**src/rtl/branch_redirect_ctrl.sv**
```systemverilog
// Redirect/flush sequencer for taken branches and jumps resolved in EX.
// Optional performance counters are enabled with BRANCH_REDIRECT_PERF_EN.
module branch_redirect_ctrl #(
  parameter int ADDR_W        = 32,
  parameter int DRAIN_TIMEOUT = 16
) (
  input  logic              clk,
  input  logic              rst,
  input  logic              br_taken_i,
  input  logic              br_jump_i,
  input  logic [ADDR_W-1:0] br_target_i,
  input  logic              hd_stall_i,
  input  logic              mem_stall_i,
  input  logic              if_busy_i,
  output logic              pc_sel_o,
  output logic [ADDR_W-1:0] pc_target_o,
  output logic              flush_ifid_o,
  output logic              flush_idex_o,
  output logic              fetch_discard_o,
  output logic              busy_o,
`ifdef BRANCH_REDIRECT_PERF_EN
  output logic [31:0]       redir_cnt_o,
  output logic [31:0]       jump_cnt_o,
  output logic [31:0]       drain_cyc_o,
`endif
  output logic              timeout_o
);

  // state | meaning
  // IDLE  | no redirect pending, waiting for a taken branch
  // DRAIN | redirect held while the stale in-flight fetch completes
  // REDIR | PC mux selects the latched target until the PC accepts it
  typedef enum logic [1:0] {
    S_IDLE  = 2'd0,
    S_DRAIN = 2'd1,
    S_REDIR = 2'd2
  } state_t;

  localparam logic [7:0] TIMEOUT_CNT = DRAIN_TIMEOUT[7:0];

  state_t            r_state;
  state_t            w_state_nxt;
  logic              w_cap;
  logic [ADDR_W-1:0] r_target;
  logic              r_flush_idex;
  logic [7:0]        r_drain_cnt;
  logic [7:0]        w_drain_inc;
  logic              r_timeout;

  always_ff @(posedge clk or posedge rst) begin
    if (rst) r_state <= S_IDLE;
    else     r_state <= w_state_nxt;
  end

  always_comb begin
    w_state_nxt     = r_state;
    w_cap           = 1'b0;
    pc_sel_o        = 1'b0;
    flush_ifid_o    = 1'b0;
    fetch_discard_o = 1'b0;
    busy_o          = 1'b0;
    case (r_state)
      S_IDLE: begin
        if (br_taken_i && !hd_stall_i && !mem_stall_i) begin
          w_cap       = 1'b1;
          w_state_nxt = if_busy_i ? S_DRAIN : S_REDIR;
        end
      end
      S_DRAIN: begin
        fetch_discard_o = 1'b1;
        flush_ifid_o    = 1'b1;
        busy_o          = 1'b1;
        if (!if_busy_i) w_state_nxt = S_REDIR;
      end
      S_REDIR: begin
        pc_sel_o     = 1'b1;
        flush_ifid_o = 1'b1;
        busy_o       = 1'b1;
        // a frozen pipeline cannot load the PC, so keep selecting the target
        if (!mem_stall_i) w_state_nxt = S_IDLE;
      end
      default: w_state_nxt = S_IDLE;
    endcase
  end

  assign w_drain_inc = (r_drain_cnt == 8'hFF) ? 8'hFF : r_drain_cnt + 8'd1;

  always_ff @(posedge clk or posedge rst) begin
    if (rst) begin
      r_target     <= '0;
      r_flush_idex <= 1'b0;
      r_drain_cnt  <= 8'd0;
      r_timeout    <= 1'b0;
    end else begin
      r_flush_idex <= w_cap;
      if (w_cap) r_target <= br_target_i;
      if (r_state == S_DRAIN) begin
        if (w_drain_inc >= TIMEOUT_CNT) r_timeout <= 1'b1;
        r_drain_cnt <= if_busy_i ? w_drain_inc : 8'd0;
      end
    end
  end

  assign pc_target_o  = r_target;
  assign flush_idex_o = r_flush_idex;
  assign timeout_o    = r_timeout;

`ifdef BRANCH_REDIRECT_PERF_EN
  logic [31:0] r_redir_cnt;
  logic [31:0] r_jump_cnt;
  logic [31:0] r_drain_cyc;

  always_ff @(posedge clk or posedge rst) begin
    if (rst) begin
      r_redir_cnt <= 32'd0;
      r_jump_cnt  <= 32'd0;
      r_drain_cyc <= 32'd0;
    end else begin
      if (w_cap)                r_redir_cnt <= r_redir_cnt + 32'd1;
      if (w_cap && br_jump_i)   r_jump_cnt  <= r_jump_cnt + 32'd1;
      if (r_state == S_DRAIN)   r_drain_cyc <= r_drain_cyc + 32'd1;
    end
  end

  assign redir_cnt_o = r_redir_cnt;
  assign jump_cnt_o  = r_jump_cnt;
  assign drain_cyc_o = r_drain_cyc;
`else
  // jump flag only feeds the statistics counters
  logic w_unused_jump;
  assign w_unused_jump = br_jump_i;
`endif

endmodule

```
**config.mk**
```make
export PLATFORM = sky130hd
export DESIGN_NAME = branch_redirect_ctrl
export DESIGN_NICKNAME = d
export VERILOG_FILES = /design/src/rtl/branch_redirect_ctrl.sv
export SDC_FILE = /design/constraint.sdc
export NUM_CORES = 1
export LEC_CHECK = 0
export CAP_MARGIN = 15
export CORE_UTILIZATION = 46
export CTS_BUF_LIST = sky130_fd_sc_hd__clkbuf_4 sky130_fd_sc_hd__clkbuf_8
export DETAILED_ROUTE_END_ITERATION = 16
export GPL_TIMING_DRIVEN = 0
export MAX_ROUTING_LAYER = met4
export PLACE_DENSITY = 0.82
export SYNTH_ARGS = -nofsm -noshare
export SYNTH_HDL_FRONTEND = slang
export SYNTH_SLANG_ARGS = --single-unit
```
**constraint.sdc**
```tcl
create_clock -name clk -period 1.8 [get_ports clk]
set_input_delay 0.18 -clock clk [delete_from_list [all_inputs] [get_ports clk]]
set_output_delay 0.18 -clock clk [all_outputs]
set_load 0.05 [all_outputs]
```
==> results of run 1 <==
## final timing paths
path | startpoint | endpoint | slack (ps)
min in group clk | br_target_i[29] | pc_target_o[29] | 500
worst min register to register | pc_target_o[7] | pc_target_o[7] | 510
worst max register to register | r_state[0] | pc_target_o[17] | 110
worst max-delay path | r_state[0] | pc_target_o[17] | 110
worst min-delay path | rst | pc_target_o[11] | 260
max in group asynchronous | rst | r_drain_cnt[7] | 1340
## cell families (layout without fill, tap and decap cells)
family	Yosys count	after routing
buffers and inverters	16	101
DFF	44	44
muxes	33	33
and+or+nand+nor	20	20
adders and majority gates	4	4
AOI/OAI and AO/OA	26	26
## state kept, by name, indices dropped and copies added, names as in the netlist
| register | count |
|---|---|
| r_drain_cnt | 8 |
| r_state | 2 |
| timeout_o | 1 |
| pc_target_o | 32 |
| flush_idex_o | 1 |
## final cells by class
class | instances | area [um2]
Buffer | 10 | 115
Clock buffer | 6 | 76.3
Clock inverter | 2 | 35.0
Fill cell | 306 | 1320
Inverter | 6 | 22.5
Multi-Input combinational cell | 83 | 853
Sequential cell | 44 | 1100
Tap cell | 52 | 65.1
Timing Repair Buffer | 77 | 768
## tightest hold or removal path, cell delays in order
cell and delay [ps]:
clkdlybuf4s50_1 420, inv_2 80, buf_12 230
## routing by layer
metal / vias to the layer above / global-route usage
met1: 729 / 0.288
met4: 0 / 0.0408
met2: 63 / 0.282
met3: 4 / 0.0451
li1: 688 / -
met5: - / -
## stage by stage
stage	setup TNS [ps]	area [um2]	power (uW)
2_1_floorplan	0	2090	4300
3_3_place_gp	-12610	2910	5360
3_5_place_dp	-8.96	2930	5440
4_1_cts	0	3030	6180
5_1_grt	0	3040	6430
6_report	0	3040	6150
## report_power, final
group          switching (uW)  internal (uW)
logic                    2140           1460
clock network             320            427
registers                 340           1460
## what timing repair did
action / in CTS / in global routing
gates cloned: 0 / 0
gates resized for setup: 5 / 3
endpoints found under the setup margin: 4 / 19
buffers inserted: 0 / 1
## synthesized netlist by cell type (2+ instances only)
library cell / n
buf_2: 2
a311oi_1: 2
nand2_1: 3
dfrtp_1: 44
a31oi_1: 4
buf_6: 3
ha_1: 4
nor3b_1: 2
inv_1: 6
o21bai_1: 2
a21oi_1: 6
nor3_1: 2
nand3_1: 2
nor2_1: 3
a41oi_1: 2
and3_1: 2
buf_12: 3
a211oi_1: 4
mux2_2: 4
mux2_4: 29
==> impl_results.md, run 1 <==
* Status: completed
* Worst-path cell chain: inv_1 > ha_2 > nor4bb_4 > buf_6 > buf_12 > mux2_4
* Clock Latency Late Sink at 290 ps
* Clk_skew at roughly 7.3 ps
* Period utilization at 0.939
* Worst EP required at roughly 2000 ps
* Post-synth ARST share at 1.00
* Complex-gate fraction of the synthesized area at 0.0892
* Die Area at roughly 4800 um2
* Class of the worst hold path: in2async
* Final Hold Vio Count at 0
* Share of cells above drive strength 1 at 0.259
* CP arrival at 1860 ps
* Die outline height at ~69 um
* # nets final at between 200 and 300
* CP startpoint kind: flip-flop
* Hold slack at 256 ps
* Max Cap Viol at 0
* Predominant post-synthesis flop cell: dfrtp_1
* DRC viols at 0
* Via count at 1,484
* Adder-cell share of the synthesized area at 0.0240
* Crit path max fanout at 10
* Final min period at 1690 ps
* YS warnings at 0
* Antenna violations before repair at 0
* Register area share after synthesis at 0.527
* Util after Layout at 0.697
* I/O pin count at 77
* RSZ-0062 raised after global routing: false
* Layout area overhead at 45.3%
* Root Buffer: clkbuf_8
* Initial DRT Pass Iterations at 4
* Starting Density at 0.480
* Crit Path Class: reg2reg
* Global-route wire length before repair at 7.34 mm
* Met2 WL post-DR at 1.99 mm
* Largest family of logic cells by synthesized area: multiplexers
* Syn_nets at 186
* Worst rel slew slack at 0.649
* Total CTS buffers at 5
* Cell Count Post-Placement at between 200 and 300
* Top routing layer in use: met4
* Detail Placement HPWL at 3.22 mm
* Non-Filler Instances at 280
* Top cell type by total area after synthesis: dfrtp_1
* Mapped Area at ~2100 um2
* CTS clk-pin slew, worst paths at about 80 ps
* Detail Route Antenna Nets at 0
* Commonest non-fill, non-tap cell in the layout: clkdlybuf4s50_1
* Wirelength, routed at 4.43 mm
* Post-Route M1 WL at ~2.2 mm
* Slowest stage delay, CP at around 420 ps
* CP Capture Type: flip-flop
* Synth top area cells: dfrtp_1 53%, mux2_4 21%, buf_12 2.9%
* Stages on worst setup path at 6
* Antenna Cells at 0
* Synth top area share at 0.527
* WP buf/inv at 3
* Delay-heaviest family, CP: buffers and inverters
* Maximum resistive drop on vdd at just over 0.0008 V
* Largest net degree at the start of global routing at 45
* Detailed Route Iter0 Violations at 88
* H-tree levels at 2
* Post-synth EDFFs at 0
* Number of global-route vias before repair at 1,464
* Tot GR Track Use at 0.197
* Post-Syn Area per Cell at 14.6 um2
* Metal3 WL at 262 um
* Tightest Pin Transition at 524 ps
* Slowest cell on the critical path: dfrtp_1
* Power Density at 2020 nW/um2
* Post-synthesis simple-gate area fraction at 0.0641
* Post-Syn Instances at 143
* Gr ovfl total at 0
* Peak Freq at approximately 0.59 GHz
* # setup viols final at 0
* Final Slew Violations at 0
* Pleak at 0.00132 uW
* GP Congestion at 0.896
* Synthesized flop and latch total at 44
* Xor/xnor share of the synthesized area at 0
* Buffers on Ports at 75
* Number of buffers on the longest clock path at 2
* DR WL/cell at 15.8 um
* Yosys cell types at 34
* Area of the core at 4350 um2
* Multiplexer area fraction after synthesis at 0.230
* Hold-fix buffer count after cts at 0
* Pre-CTS WS at -8.96 ps
* Most frequent cells in the layout: 71 x clkdlybuf4s50_1, 44 x dfrtp_1, 29 x mux2_4
* Die X-Extent at 69.4 um
* Sink Count at between 40 and 50
* Worst Slack Setup Final at ~110 ps
* Via density at 5.30
* R2R depth at 6
* FP Rows at 24
* CTS tree: done
(Power assumes the default switching activity.)
==> inputs of run 2 (changes only) <==
- CTS_BUF_LIST: sky130_fd_sc_hd__clkbuf_4 sky130_fd_sc_hd__clkbuf_8 -> sky130_fd_sc_hd__clkbuf_8
- RECOVER_POWER: default -> 50
==> run 2 against run 1 <==
Compared with the run above: hold slack gained 250 ps; cell area is 0.62% lower; largest power group unchanged; flip-flop and latch count did not move; critical path type is now reg2out; highest routed layer unchanged; sequential power about the same; utilization down 0.43 points; clock power shrank 2.8%; via count increased by 0.20%; largest cell class unchanged.
==> impl_results.md, run 2 (synthesis gave the netlist of run 1 again) <==
* CTS tree: done
* Logic gate share of total power at 0.584
* CP Capture Type: output port
* Worst rel slew slack at 0.297
* Util after Layout at 0.693
* Die Area at 4820 um2
* Clk_skew at 7.16 ps
* Area of the core at 4350 um2
* Layout area overhead at 44.4%
* Maximum resistive drop on vdd at 0.000804 V
* Hold-fix buffer count after cts at 0
* Worst Slack Setup Final at approximately 95 ps
* Via density at ~5.3
* Sw Share at 0.459
* Crit Reg-Reg Startpoint: r_state[0]
* Worst EP required at 1620 ps
* Root Buffer: clkbuf_8
* CP startpoint kind: flip-flop
* P_sw at 2790 uW
* Number of buffers on the longest clock path at 2
* WP buf/inv at 1
* Sequential Power Share at 0.296
* Worst R2R End: pc_target_o[6]
* Clk pwr share at 0.120
* Die outline height at 69.4 um
* Hold_sp: br_target_i[29]
* RSZ-0062 raised after global routing: false
* Tightest Pin Transition at around 1100 ps
* R2R depth at 6
* Detailed Route Iter0 Violations at 67
* Total CTS buffers at 5
* Global-route wire length before repair at 7.35 mm
* Largest register FFs at 32
* Crit path max fanout at 2
* Sink Count at 44
* CTS clk-pin slew, worst paths at about 80 ps
* Delay-heaviest family, CP: buffers and inverters
* # setup viols final at 0
* Power Density at 2010 nW/um2
* Internal power at ~3300 uW
* Crit Path Class: reg2out
* Slowest stage delay, CP at 890 ps
* FP Rows at 24
* Register Area at 1100 um2
* Initial DRT Pass Iterations at 4
* Wirelength, routed at 4.45 mm
* Detail Placement HPWL at 3.22 mm
* FILL cells at 306
* Buffers on Ports at 75
* Antenna Cells at 0
* Tot GR Track Use at 0.197
* Commonest non-fill, non-tap cell in the layout: clkdlybuf4s50_1
* CP arrival at between 1500 and 2000 ps
* Share of cells above drive strength 1 at 0.249
* Detail Route Antenna Nets at 0
* Starting Density at 0.480
* # nets final at ~270
* Status: completed
* H-tree levels at 2
* Gr ovfl total at 0
* DRC viols at 0
* Metal3 WL at approximately 320 um
* Clock Latency Late Sink at 290 ps
* Top routing layer in use: met4
* Final Slew Violations at 0
* Final min period at 1700 ps
* Post-DP Area at 2930 um2
* Design area at 3020 um2
* Largest net degree at the start of global routing at 45
* Hold Path Cell Cnt at 2
* I/O pin count at 77
* Period utilization at 0.947
* Peak Freq at roughly 0.59 GHz
* Pleak at 0.00133 uW
* Hold Path Sink: pc_target_o[29]
* Tot Pwr at 6070 uW
* GP Congestion at 0.896
* Pre-CTS WS at -8.96 ps
* Slowest cell on the critical path: dlygate4sd3_1
* Max Cap Viol at 0
* Multi-input combinational cell area at 848 um2
* Final Hold Vio Count at 0
* Hold slack at about 510 ps
* Via count at 1,487
* Critical Path Source: pc_target_o[22]
* Class of the worst hold path: in2reg
* Post-Route M1 WL at between 2 and 2.5 mm
* Die X-Extent at 69.4 um
* Reg2Reg Setup Slack at 110 ps
* Antenna violations before repair at 0
* Met2 WL post-DR at 1.99 mm
* Number of global-route vias before repair at 1,459
* Most frequent cells in the layout: 61 x clkdlybuf4s50_1, 44 x dfrtp_1, 29 x mux2_4
* DR WL/cell at 15.8 um
* Worst-path cell chain: dlygate4sd3_1
[run 2: metal layers]
metal / vias to the layer above / global-route usage
met5: - / -
met2: 69 / 0.280
met1: 723 / 0.290
met3: 4 / 0.0451
met4: 0 / 0.0408
li1: 691 / -
[run 2: layout make-up]
type / instances / share of cell area
multi-input combinational: 83 / 0.281
timing repair buffer: 78 / 0.251
clock buffer: 5 / 0.0228
inverter: 6 / 0.00746
buffer: 10 / 0.0381
sequential: 44 / 0.365
clock inverter: 3 / 0.0129
tap: 52 / 0.0216
[run 2: power groups by stage]
stage / registers [uW] / logic [uW] / clock network [uW]
after global placement: 1790 / 3570 / 0
after floorplan: 3110 / 1190 / 0
final: 1800 / 3550 / 726
after detailed placement: 1820 / 3620 / 0
after CTS: 1800 / 3610 / 747
after global routing: 1860 / 3710 / 789
[run 2: how the worst max path moves through the flow]
stage | cells after the start | endpoint
global route | 6 | pc_target_o[16]
detailed placement | 4 | flush_ifid_o
CTS | 3 | busy_o
global placement | 2 | r_drain_cnt[0]
floorplan | 5 | r_state[0]
finish | 1 | pc_target_o[22]
[run 2: what timing repair did]
action	CTS	global route
buffers inserted	0	2
endpoints found under the setup margin	4	20
resized for setup	5	3
[run 2: metrics by stage]
step | instances | TNS (ps)
floorplan | 143 | 0
global placement | 270 | -12610
detailed placement | 271 | -8.96
CTS | 279 | 0
global route | 281 | 0
finish | 281 | 0
